==> src/rtl/bf_mem_arbiter_pkg.sv <==
// Shared types and constants for the instruction/data memory arbiter.
// Contents: sequencing FSM states, grant encodings, data-port direction
// constants, latency counter width and a small grant helper.
`timescale 1ns/1ps

package bf_mem_arbiter_pkg;

    typedef enum logic [1:0] {
        ARB_IDLE  = 2'd0,
        ARB_ISSUE = 2'd1,
        ARB_WAIT  = 2'd2,
        ARB_ACK   = 2'd3
    } arb_state_e;

    typedef enum logic {
        GRANT_I = 1'b0,
        GRANT_D = 1'b1
    } grant_e;

    // Data-port direction as driven by the core on d_dir.
    localparam logic DIR_READ  = 1'b0;
    localparam logic DIR_WRITE = 1'b1;

    // Wide enough for mem_latency-1 with mem_latency up to 7.
    localparam int unsigned LAT_W = 3;

    function automatic grant_e other_port(input grant_e g);
        return (g == GRANT_I) ? GRANT_D : GRANT_I;
    endfunction

endpackage

==> src/rtl/bf_rr_arbiter2.sv <==
// Two-requester round-robin grant logic.
// Ports:
//   clk, rst_n     clock, async active-low reset
//   req_i, req_d   pending requests from the fetch and data ports
//   accept         parent has taken the current grant; remember it
//   grant_valid    at least one request pending
//   grant          port to serve; on contention, the one not served last
`timescale 1ns/1ps

module bf_rr_arbiter2
    import bf_mem_arbiter_pkg::*;
(
    input  logic   clk,
    input  logic   rst_n,
    input  logic   req_i,
    input  logic   req_d,
    input  logic   accept,
    output logic   grant_valid,
    output grant_e grant
);

    grant_e last_grant_q;
    grant_e last_grant_d;

    always_comb begin
        grant_valid = req_i | req_d;
        if (req_i && req_d) begin
            grant = other_port(last_grant_q);
        end else if (req_d) begin
            grant = GRANT_D;
        end else begin
            grant = GRANT_I;
        end
        last_grant_d = accept ? grant : last_grant_q;
    end

    // Starting from D means the first contention goes to the fetch port.
    always_ff @(posedge clk or negedge rst_n) begin
        if (!rst_n) begin
            last_grant_q <= GRANT_D;
        end else begin
            last_grant_q <= last_grant_d;
        end
    end

endmodule

==> src/rtl/bf_mem_arbiter.sv <==
// Shares one single-port synchronous RAM between the instruction-fetch
// port (read-only) and the data port (read/write), one access at a time.
// Ports:
//   clk, rst_n                         clock, async active-low reset
//   i_req/i_addr/i_ack/i_rdata         four-phase fetch slave port
//   d_req/d_dir/d_addr/d_wdata/
//   d_ack/d_rdata                      four-phase data slave port
//   mem_en/mem_we/mem_addr/mem_wdata   RAM strobe and write side
//   mem_rdata                          RAM read data, mem_latency after mem_en
// Fetch addresses map to memory zero-extended; data address n maps to
// d_base + n. Overlapping regions are allowed.
`timescale 1ns/1ps

module bf_mem_arbiter
    import bf_mem_arbiter_pkg::*;
#(
    parameter int unsigned             i_addr_width = 16,
    parameter int unsigned             d_addr_width = 8,
    parameter int unsigned             m_addr_width = 17,
    parameter logic [m_addr_width-1:0] d_base       = 17'h10000,
    parameter int unsigned             mem_latency  = 1
) (
    input  logic                    clk,
    input  logic                    rst_n,
    input  logic                    i_req,
    input  logic [i_addr_width-1:0] i_addr,
    output logic                    i_ack,
    output logic [7:0]              i_rdata,
    input  logic                    d_req,
    input  logic                    d_dir,
    input  logic [d_addr_width-1:0] d_addr,
    input  logic [7:0]              d_wdata,
    output logic                    d_ack,
    output logic [7:0]              d_rdata,
    output logic                    mem_en,
    output logic                    mem_we,
    output logic [m_addr_width-1:0] mem_addr,
    output logic [7:0]              mem_wdata,
    input  logic [7:0]              mem_rdata
);

    localparam longint unsigned D_TOP =
        longint'(d_base) + (64'd1 << d_addr_width) - 64'd1;
    localparam longint unsigned M_TOP = (64'd1 << m_addr_width) - 64'd1;
    localparam logic [LAT_W-1:0] LAT_LOAD = LAT_W'(mem_latency - 1);

    if (D_TOP > M_TOP) begin : g_bad_d_range
        $fatal(1, "bf_mem_arbiter: data window runs past the memory space");
    end
    if (i_addr_width > m_addr_width) begin : g_bad_i_width
        $fatal(1, "bf_mem_arbiter: fetch address wider than memory address");
    end
    if (mem_latency < 1 || mem_latency > 7) begin : g_bad_latency
        $fatal(1, "bf_mem_arbiter: mem_latency must be 1..7");
    end

    arb_state_e              state_q, state_d;
    grant_e                  gnt_q, gnt_d;
    logic                    wr_q, wr_d;
    logic [LAT_W-1:0]        lat_cnt_q, lat_cnt_d;
    logic                    mem_en_q, mem_en_d;
    logic                    mem_we_q, mem_we_d;
    logic [m_addr_width-1:0] mem_addr_q, mem_addr_d;
    logic [7:0]              mem_wdata_q, mem_wdata_d;
    logic                    i_ack_q, i_ack_d;
    logic                    d_ack_q, d_ack_d;
    logic [7:0]              i_rdata_q, i_rdata_d;
    logic [7:0]              d_rdata_q, d_rdata_d;

    logic   accept;
    logic   grant_valid;
    grant_e grant;
    logic   gnt_req;

    bf_rr_arbiter2 u_rr (
        .clk         (clk),
        .rst_n       (rst_n),
        .req_i       (i_req),
        .req_d       (d_req),
        .accept      (accept),
        .grant_valid (grant_valid),
        .grant       (grant)
    );

    always_comb begin
        state_d     = state_q;
        gnt_d       = gnt_q;
        wr_d        = wr_q;
        lat_cnt_d   = lat_cnt_q;
        mem_en_d    = 1'b0;
        mem_we_d    = 1'b0;
        mem_addr_d  = mem_addr_q;
        mem_wdata_d = mem_wdata_q;
        i_ack_d     = i_ack_q;
        d_ack_d     = d_ack_q;
        i_rdata_d   = i_rdata_q;
        d_rdata_d   = d_rdata_q;
        accept      = 1'b0;
        gnt_req     = (gnt_q == GRANT_I) ? i_req : d_req;

        unique case (state_q)
            ARB_IDLE: begin
                // Outputs are registered, so strobes set here appear
                // during the single ISSUE cycle.
                if (grant_valid) begin
                    accept   = 1'b1;
                    gnt_d    = grant;
                    state_d  = ARB_ISSUE;
                    mem_en_d = 1'b1;
                    if (grant == GRANT_I) begin
                        wr_d       = 1'b0;
                        mem_addr_d = m_addr_width'(i_addr);
                    end else begin
                        wr_d        = (d_dir == DIR_WRITE);
                        mem_addr_d  = d_base + m_addr_width'(d_addr);
                        mem_wdata_d = d_wdata;
                    end
                    mem_we_d = wr_d;
                end
            end
            ARB_ISSUE: begin
                lat_cnt_d = LAT_LOAD;
                state_d   = ARB_WAIT;
            end
            ARB_WAIT: begin
                if (lat_cnt_q == '0) begin
                    if (!wr_q) begin
                        if (gnt_q == GRANT_I) begin
                            i_rdata_d = mem_rdata;
                        end else begin
                            d_rdata_d = mem_rdata;
                        end
                    end
                    // A requester that gave up early gets no ack.
                    if (gnt_req) begin
                        state_d = ARB_ACK;
                        if (gnt_q == GRANT_I) begin
                            i_ack_d = 1'b1;
                        end else begin
                            d_ack_d = 1'b1;
                        end
                    end else begin
                        state_d = ARB_IDLE;
                    end
                end else begin
                    lat_cnt_d = lat_cnt_q - 1'b1;
                end
            end
            ARB_ACK: begin
                if (!gnt_req) begin
                    i_ack_d = 1'b0;
                    d_ack_d = 1'b0;
                    state_d = ARB_IDLE;
                end
            end
            default: begin
                state_d = ARB_IDLE;
            end
        endcase
    end

    always_ff @(posedge clk or negedge rst_n) begin
        if (!rst_n) begin
            state_q     <= ARB_IDLE;
            gnt_q       <= GRANT_I;
            wr_q        <= 1'b0;
            lat_cnt_q   <= '0;
            mem_en_q    <= 1'b0;
            mem_we_q    <= 1'b0;
            mem_addr_q  <= '0;
            mem_wdata_q <= '0;
            i_ack_q     <= 1'b0;
            d_ack_q     <= 1'b0;
            i_rdata_q   <= '0;
            d_rdata_q   <= '0;
        end else begin
            state_q     <= state_d;
            gnt_q       <= gnt_d;
            wr_q        <= wr_d;
            lat_cnt_q   <= lat_cnt_d;
            mem_en_q    <= mem_en_d;
            mem_we_q    <= mem_we_d;
            mem_addr_q  <= mem_addr_d;
            mem_wdata_q <= mem_wdata_d;
            i_ack_q     <= i_ack_d;
            d_ack_q     <= d_ack_d;
            i_rdata_q   <= i_rdata_d;
            d_rdata_q   <= d_rdata_d;
        end
    end

    assign mem_en    = mem_en_q;
    assign mem_we    = mem_we_q;
    assign mem_addr  = mem_addr_q;
    assign mem_wdata = mem_wdata_q;
    assign i_ack     = i_ack_q;
    assign d_ack     = d_ack_q;
    assign i_rdata   = i_rdata_q;
    assign d_rdata   = d_rdata_q;

endmodule
==> config.mk <==
export PLATFORM = sky130hd
export DESIGN_NAME = bf_mem_arbiter
export DESIGN_NICKNAME = d
export VERILOG_FILES = /design/src/rtl/bf_mem_arbiter_pkg.sv /design/src/rtl/bf_rr_arbiter2.sv /design/src/rtl/bf_mem_arbiter.sv
export SDC_FILE = /design/constraint.sdc
export NUM_CORES = 1
export LEC_CHECK = 0
export CAP_MARGIN = 40
export CORE_UTILIZATION = 43
export DETAILED_ROUTE_END_ITERATION = 10
export GPL_TIMING_DRIVEN = 0
export PLACE_DENSITY = 0.9
export SETUP_SLACK_MARGIN = 0.5
export SLEW_MARGIN = 10
export SYNTH_ARGS = -nofsm -noshare
export SYNTH_HDL_FRONTEND = slang
export SYNTH_HIERARCHICAL = 1
export SYNTH_SLANG_ARGS = --single-unit
==> constraint.sdc <==
create_clock -name clk -period 1.8 [get_ports clk]
set_input_delay 0.18 -clock clk [delete_from_list [all_inputs] [get_ports clk]]
set_output_delay 0.18 -clock clk [all_outputs]
set_load 0.02 [all_outputs]
Yosys cells after proc, flatten, opt, wreduce, memory -nomap -nowiden

Index checks and enable logic that the tools add are counted.

Add/subtract/negate cells: 2
Bitwise logic cells: 3
Eq/ne operators: 10
Reduce and logical (&&, ||, !) cells: 13
Multiplexer cells: 26

Operators with widths:

| operator                                             | number |
|---|---|
| adder 17 x 8 -> 17 bit (first input constant)        | 1 |
| two-way mux 17 bit                                   | 1 |
| two-way mux 1 bit                                    | 16 |
| inequality test 2 bit (second input constant)        | 7 |
| AND reduction 5 bit                                  | 2 |
| two-way mux 2 bit                                    | 4 |
| case mux 2 bit (4 select lines)                      | 1 |
| AND reduction 4 bit                                  | 2 |
| case mux 3 bit (2 select lines)                      | 1 |
| AND reduction 3 bit                                  | 2 |
| equality test 2 bit (second input constant)          | 2 |
| case mux 1 bit (2 select lines)                      | 2 |
| AND reduction 2 bit                                  | 2 |
| nonzero test 2 bit                                   | 2 |
| zero test 3 bit                                      | 1 |
| two-way mux 3 bit                                    | 1 |
| subtractor 3 x 1 -> 3 bit (second input constant)    | 1 |
| equality test 2 x 1 -> 1 bit (second input constant) | 1 |
| zero test 2 bit                                      | 1 |
| NOT 1 bit                                            | 2 |
| logical AND 1 bit                                    | 1 |
| bitwise OR 1 bit                                     | 1 |

Register bits after elaboration: 53
Input port bits: 45
Output and inout bits: 45
Logic and storage cells: 67

Logic depth before layout (Yosys ltp)

Word-level depth: 5
Depth in mapped cells: 6

Modules after synthesis

The synthesis kept the hierarchy.

Modules (own cells, without submodules):

| module         | area an instance (µm²) | cells each | sequential area each (µm²) | times used |
|---|---|---|---|---|
| bf_mem_arbiter | 2179.6                 | 174        | 1276.2                     | 1 |
| bf_rr_arbiter2 | 58.8                   | 4          | 26.3                       | 1 |

Worst setup path before layout

Ideal clock, no wire load.

Path type: flip-flop to flip-flop
Start point: reg u_rr.last_grant_q
End point: reg mem_wdata_q[0], in the netlist mem_wdata[0]
Slack: 0.123 ns
Stages on the path, launching flop included: 7
Library setup time: 0.125 ns
Arrival time: 1.552 ns
Data required time: 1.675 ns
Cell sequence: dfstp_2 a21boi_2 buf_4 clkinv_1 nor2_8 buf_12 mux2_4

Cells in the longest elaborated chain, start to end: 3

RTL lines:

| element                              | line                     | RTL |
|---|---|---|
| from (decl)                          | bf_rr_arbiter2.sv:22     | `grant_e last_grant_q;` |
| from (signal assigned)               | bf_rr_arbiter2.sv:42     | `last_grant_q <= last_grant_d;` |
| two-way mux 1 bit                    | bf_mem_arbiter_pkg.sv:28 | `return (g == GRANT_I) ? GRANT_D : GRANT_I;` |
| two-way mux 1 bit                    | bf_rr_arbiter2.sv:27     | `if (req_i && req_d) begin` |
| via grant                            | bf_mem_arbiter.sv:72     | `grant_e grant;` |
| AND reduction 3 bit (no source line) | -                        |  |
| to (signal assigned)                 | bf_mem_arbiter.sv:184    | `mem_wdata_q <= mem_wdata_d;` |
| to (decl)                            | bf_mem_arbiter.sv:64     | `logic [7:0] mem_wdata_q, mem_wdata_d;` |

The timed path passes the listed nets, and every way through them passes these cells.
A chain may end at the register's enable or synchronous reset.

Worst setup path in the final report

Start point: reg lat_cnt_q[2]
End point: reg d_rdata_q[6], in the netlist d_rdata[6]

Cells in the longest elaborated chain, start to end: 2

RTL lines:

| element                              | line                  | RTL |
|---|---|---|
| from (decl)                          | bf_mem_arbiter.sv:60  | `logic [LAT_W-1:0] lat_cnt_q, lat_cnt_d;` |
| from (signal assigned)               | bf_mem_arbiter.sv:180 | `lat_cnt_q <= lat_cnt_d;` |
| zero test 3 bit                      | bf_mem_arbiter.sv:126 | `if (lat_cnt_q == '0) begin` |
| AND reduction 4 bit (no source line) | -                     |  |
| to (signal assigned)                 | bf_mem_arbiter.sv:188 | `d_rdata_q <= d_rdata_d;` |
| to (decl)                            | bf_mem_arbiter.sv:68  | `logic [7:0] d_rdata_q, d_rdata_d;` |

Every way passes these cells.

==> impl_metrics.json <==
{
  "status": "complete, no violations",
  "hp-class": "in2async",
  "setup_viol": 0,
  "grt_pass1_vias": 1805,
  "final_layout_size_suffix_gt1_share_pct": 31.6,
  "finalCritPeriodShare_pct": 86.9,
  "drc_errors": 0,
  "synthesis.area_sq_um": 2240,
  "num-nets-final": 343,
  "grt.overflow.total": 0,
  "crit_path_start_kind": "flop",
  "synth-compound-area-share_pct": 8.94,
  "grt_first_pass_wirelength_mm": 8.71,
  "synthMuxAreaShare_pct": 17.5,
  "r2r_start": "lat_cnt_q[2]$_DFFE_PN0P_",
  "worstMarginPinSlew_ps": 424,
  "wl_met2_mm": 3.08,
  "vdd_drop_max_v": 0.000994,
  "synthesis.nets": 225,
  "fin_worst_skew_ps": 9.48,
  "slowest_delay_ps": 530,
  "ys_seq_elements": 52,
  "wl_met3_microns": 321,
  "h-tree-depth": 2,
  "total_power_mw": 6.01,
  "via_count": 1857,
  "insertion_delay_ps": 310,
  "hpwl_mm": 3.76,
  "via_per_inst": 5.10,
  "endpoint": "d_rdata[6]$_DFFE_PN0P_",
  "antennaDiodeCount": 0,
  "relSlewSlack_pct": 71.7,
  "crit_chain": "and4bb_2 -> nand3b_4 -> mux2_4",
  "fin_crit_ps": 1560,
  "top_layer_used": "met4",
  "timing.rr.end": "d_rdata[6]$_DFFE_PN0P_",
  "avgSynthCellArea_sq_um": 12.6,
  "met1_length_mm": 2.26,
  "root_buffer": "clkbuf_8",
  "seq_area_frac_synth_pct": 58.2,
  "cts_buffers": 5,
  "dieWidth_microns": 74.2,
  "ys.warnings.count": 6,
  "io_pins": 90,
  "gp_congestion": 0.710,
  "critPathArrivalTime_ps": 1760,
  "critPathMaxFanout": 8,
  "portBuffers": 89,
  "pwr-share-clk_pct": 14.0,
  "p_int_mw": 3.68,
  "max_cap_viol_count": 0,
  "routedWlPerCell_microns": 16.0,
  "yosys.area_share.simple_pct": 10.4,
  "clkSinkCount": 52,
  "switching_power_mw": 2.32,
  "synthCells": 178,
  "drtAntennaViolNets": 0,
  "powerDensity_nw_per_um2": 1650,
  "core-area_sq_um": 4880,
  "synth_xor_area_share_pct": 0,
  "synth-adder-area-share_pct": 1.12,
  "crit_path_start": "lat_cnt_q[2]$_DFFE_PN0P_",
  "area_growth_syn_to_layout_pct": 62.4,
  "rows": 25,
  "die_h_microns": 74.2,
  "die_area_sq_um": 5500,
  "fin_util_pct": 74.5,
  "firstDrtPassIters": 4,
  "crit_type": "reg2reg",
  "fin_setup_tns_ps": 0,
  "crit_slowest_cell": "dfrtp_1",
  "clk_path_buf_depth": 2,
  "start_util_pct": 45.9,
  "synth_top_family_by_area": "multiplexers",
  "r2r_setup_slack_ps": 240,
  "groute.usage.overall_pct": 21.5,
  "p_sw_share_pct": 38.7,
  "path_clk_slew_ps": 90,
  "power_frac_seq_pct": 33.4,
  "crit_required_ps": 2000,
  "hold_viol_final": 0,
  "ff2ff_path_depth": 3,
  "ys_types": 34,
  "cts_tree": "yes",
  "fmax_mhz": 640,
  "rsz0062_at_grt": "yes",
  "drv_slew": 0,
  "antenna_found_initial": 0,
  "drt_iter0_drc": 60,
  "worstSetupEndpointType": "flop",
  "p_leak_nw": 1.76,
  "wl_mm": 5.82,
  "grt_max_degree": 36,
  "combPwrFrac_pct": 52.6
}
==> cell usage after synthesis <==
cell / number / area [sq um]
nor4bb_1: 1 / 10.0
buf_4: 2 / 15.0
dfrtp_1: 51 / 1280
nand2_1: 28 / 105
or2_2: 2 / 12.5
or2_1: 1 / 6.26
mux2_4: 8 / 120
a22o_1: 3 / 26.3
buf_12: 1 / 20.0
clkbuf_1: 3 / 11.3
o21ai_0: 18 / 90.1
a21o_1: 1 / 7.51
o21ba_2: 1 / 10.0
mux2_2: 17 / 191
nor2_8: 1 / 20.0
nor4b_1: 1 / 8.76
nand3b_1: 1 / 7.51
mux2i_1: 8 / 80.1
or3b_1: 1 / 8.76
buf_2: 2 / 10.0
and2_1: 1 / 6.26
clkinv_1: 1 / 3.75
buf_6: 1 / 11.3
nor2b_1: 2 / 12.5
dfstp_2: 1 / 26.3
o31ai_1: 2 / 15.0
and4bb_2: 1 / 12.5
ha_1: 2 / 25.0
nand3b_2: 1 / 11.3
inv_1: 4 / 15.0
a31oi_1: 4 / 25.0
nor2_1: 3 / 11.3
a21oi_1: 3 / 15.0
a21boi_2: 1 / 11.3
==> routing by layer <==
metal,global-route usage [%],vias to the layer above
li1,-,850
met2,39.7,78
met4,8.55,0
met1,25.4,916
met3,2.57,13
met5,0,-
==> repair_timing <==
| action | 4_1_cts | 5_1_grt |
|---|---|---|
| cloned | 2 | 0 |
| resized for setup | 89 | 13 |
| pin swaps | 11 | 7 |
| buffers inserted | 11 | 7 |
| endpoints found under the setup margin | 96 | 52 |
| hold buffers | 1 | 0 |
| hold endpoints to repair | 17 | 0 |
==> critical path: cells and delay by family, from the launching register on <==
kind / cells / cell delay (ps)
DFF: 1 / 530
muxes: 1 / 330
and+or+nand+nor: 2 / 600
==> cells in the final DEF (no fill, tap or decap), types with 3 or more instances in the layout <==
cell,count
mux2_4,10
mux2i_1,8
buf_6,6
o21ai_0,5
a22o_1,3
dfrtp_1,49
nand2_1,27
dlygate4sd2_1,46
clkdlybuf4s50_1,41
buf_4,17
o21ai_2,9
o21ai_1,4
a31oi_1,4
nor2_1,3
mux2_2,15
a21oi_1,3
clkbuf_8,8
==> sequential cells by signal, summed over array words and instances, names as in the netlist <==
name,flops
mem_addr,17
d_rdata,8
i_rdata,8
mem_wdata,8
lat_cnt_q,3
state_q,2
d_ack,1
i_ack,1
mem_en,1
mem_we,1
u_rr/last_grant_q,1
wr_q,1
==> logic make-up after synthesis <==
| logic type | Yosys count |
|---|---|
| compound gates | 33 |
| fa+ha+maj | 2 |
| buf+inv | 14 |
| flops | 52 |
| mux | 33 |
| simple gates | 44 |
==> metrics by stage <==
step | setup WS [ps] | area (sq um) | hold WS [ps] | cells
floorplan | 250 | 2260 | -116 | 178
global placement | -935 | 3240 | 462 | 334
detailed placement | -222 | 3250 | 139 | 335
CTS | 243 | 3540 | 343 | 357
global route | 184 | 3640 | 378 | 364
finish | 237 | 3640 | 337 | 364
==> worst min-delay path by stage <==
| stage | cells past startpoint | slack [ps] | to |
|---|---|---|---|
| after floorplan | 0 | -120 | d_ack$_DFFE_PN0P_ |
| after global placement | 2 | 460 | mem_addr[8]$_DFFE_PN0P_ |
| after detailed placement | 1 | 140 | d_rdata[3]$_DFFE_PN0P_ |
| after CTS | 2 | 340 | d_rdata[3]$_DFFE_PN0P_ |
| after global routing | 2 | 380 | d_rdata[0]$_DFFE_PN0P_ |
| final | 2 | 340 | d_rdata[3]$_DFFE_PN0P_ |
==> layout make-up <==
class	instances	area, sq um
repair buffers	111	1020
flip-flops and latches	52	1310
plain buffers	9	100
clock inverters	2	38.8
fillers	321	1240
inverters	5	26.3
multi-input cells	112	978
well taps	67	83.8
clock buffers	6	82.6
==> power by group through the flow <==
stage	sequential [mW]	clock, mW	combinational (mW)
after floorplan	2.62	0	1.11
after global placement	2.02	0	3.01
after detailed placement	2.06	0	3.09
after CTS	2.02	0.841	3.09
after global routing	2.08	0.892	3.37
final	2.01	0.844	3.16
(Power assumes the default switching activity.)
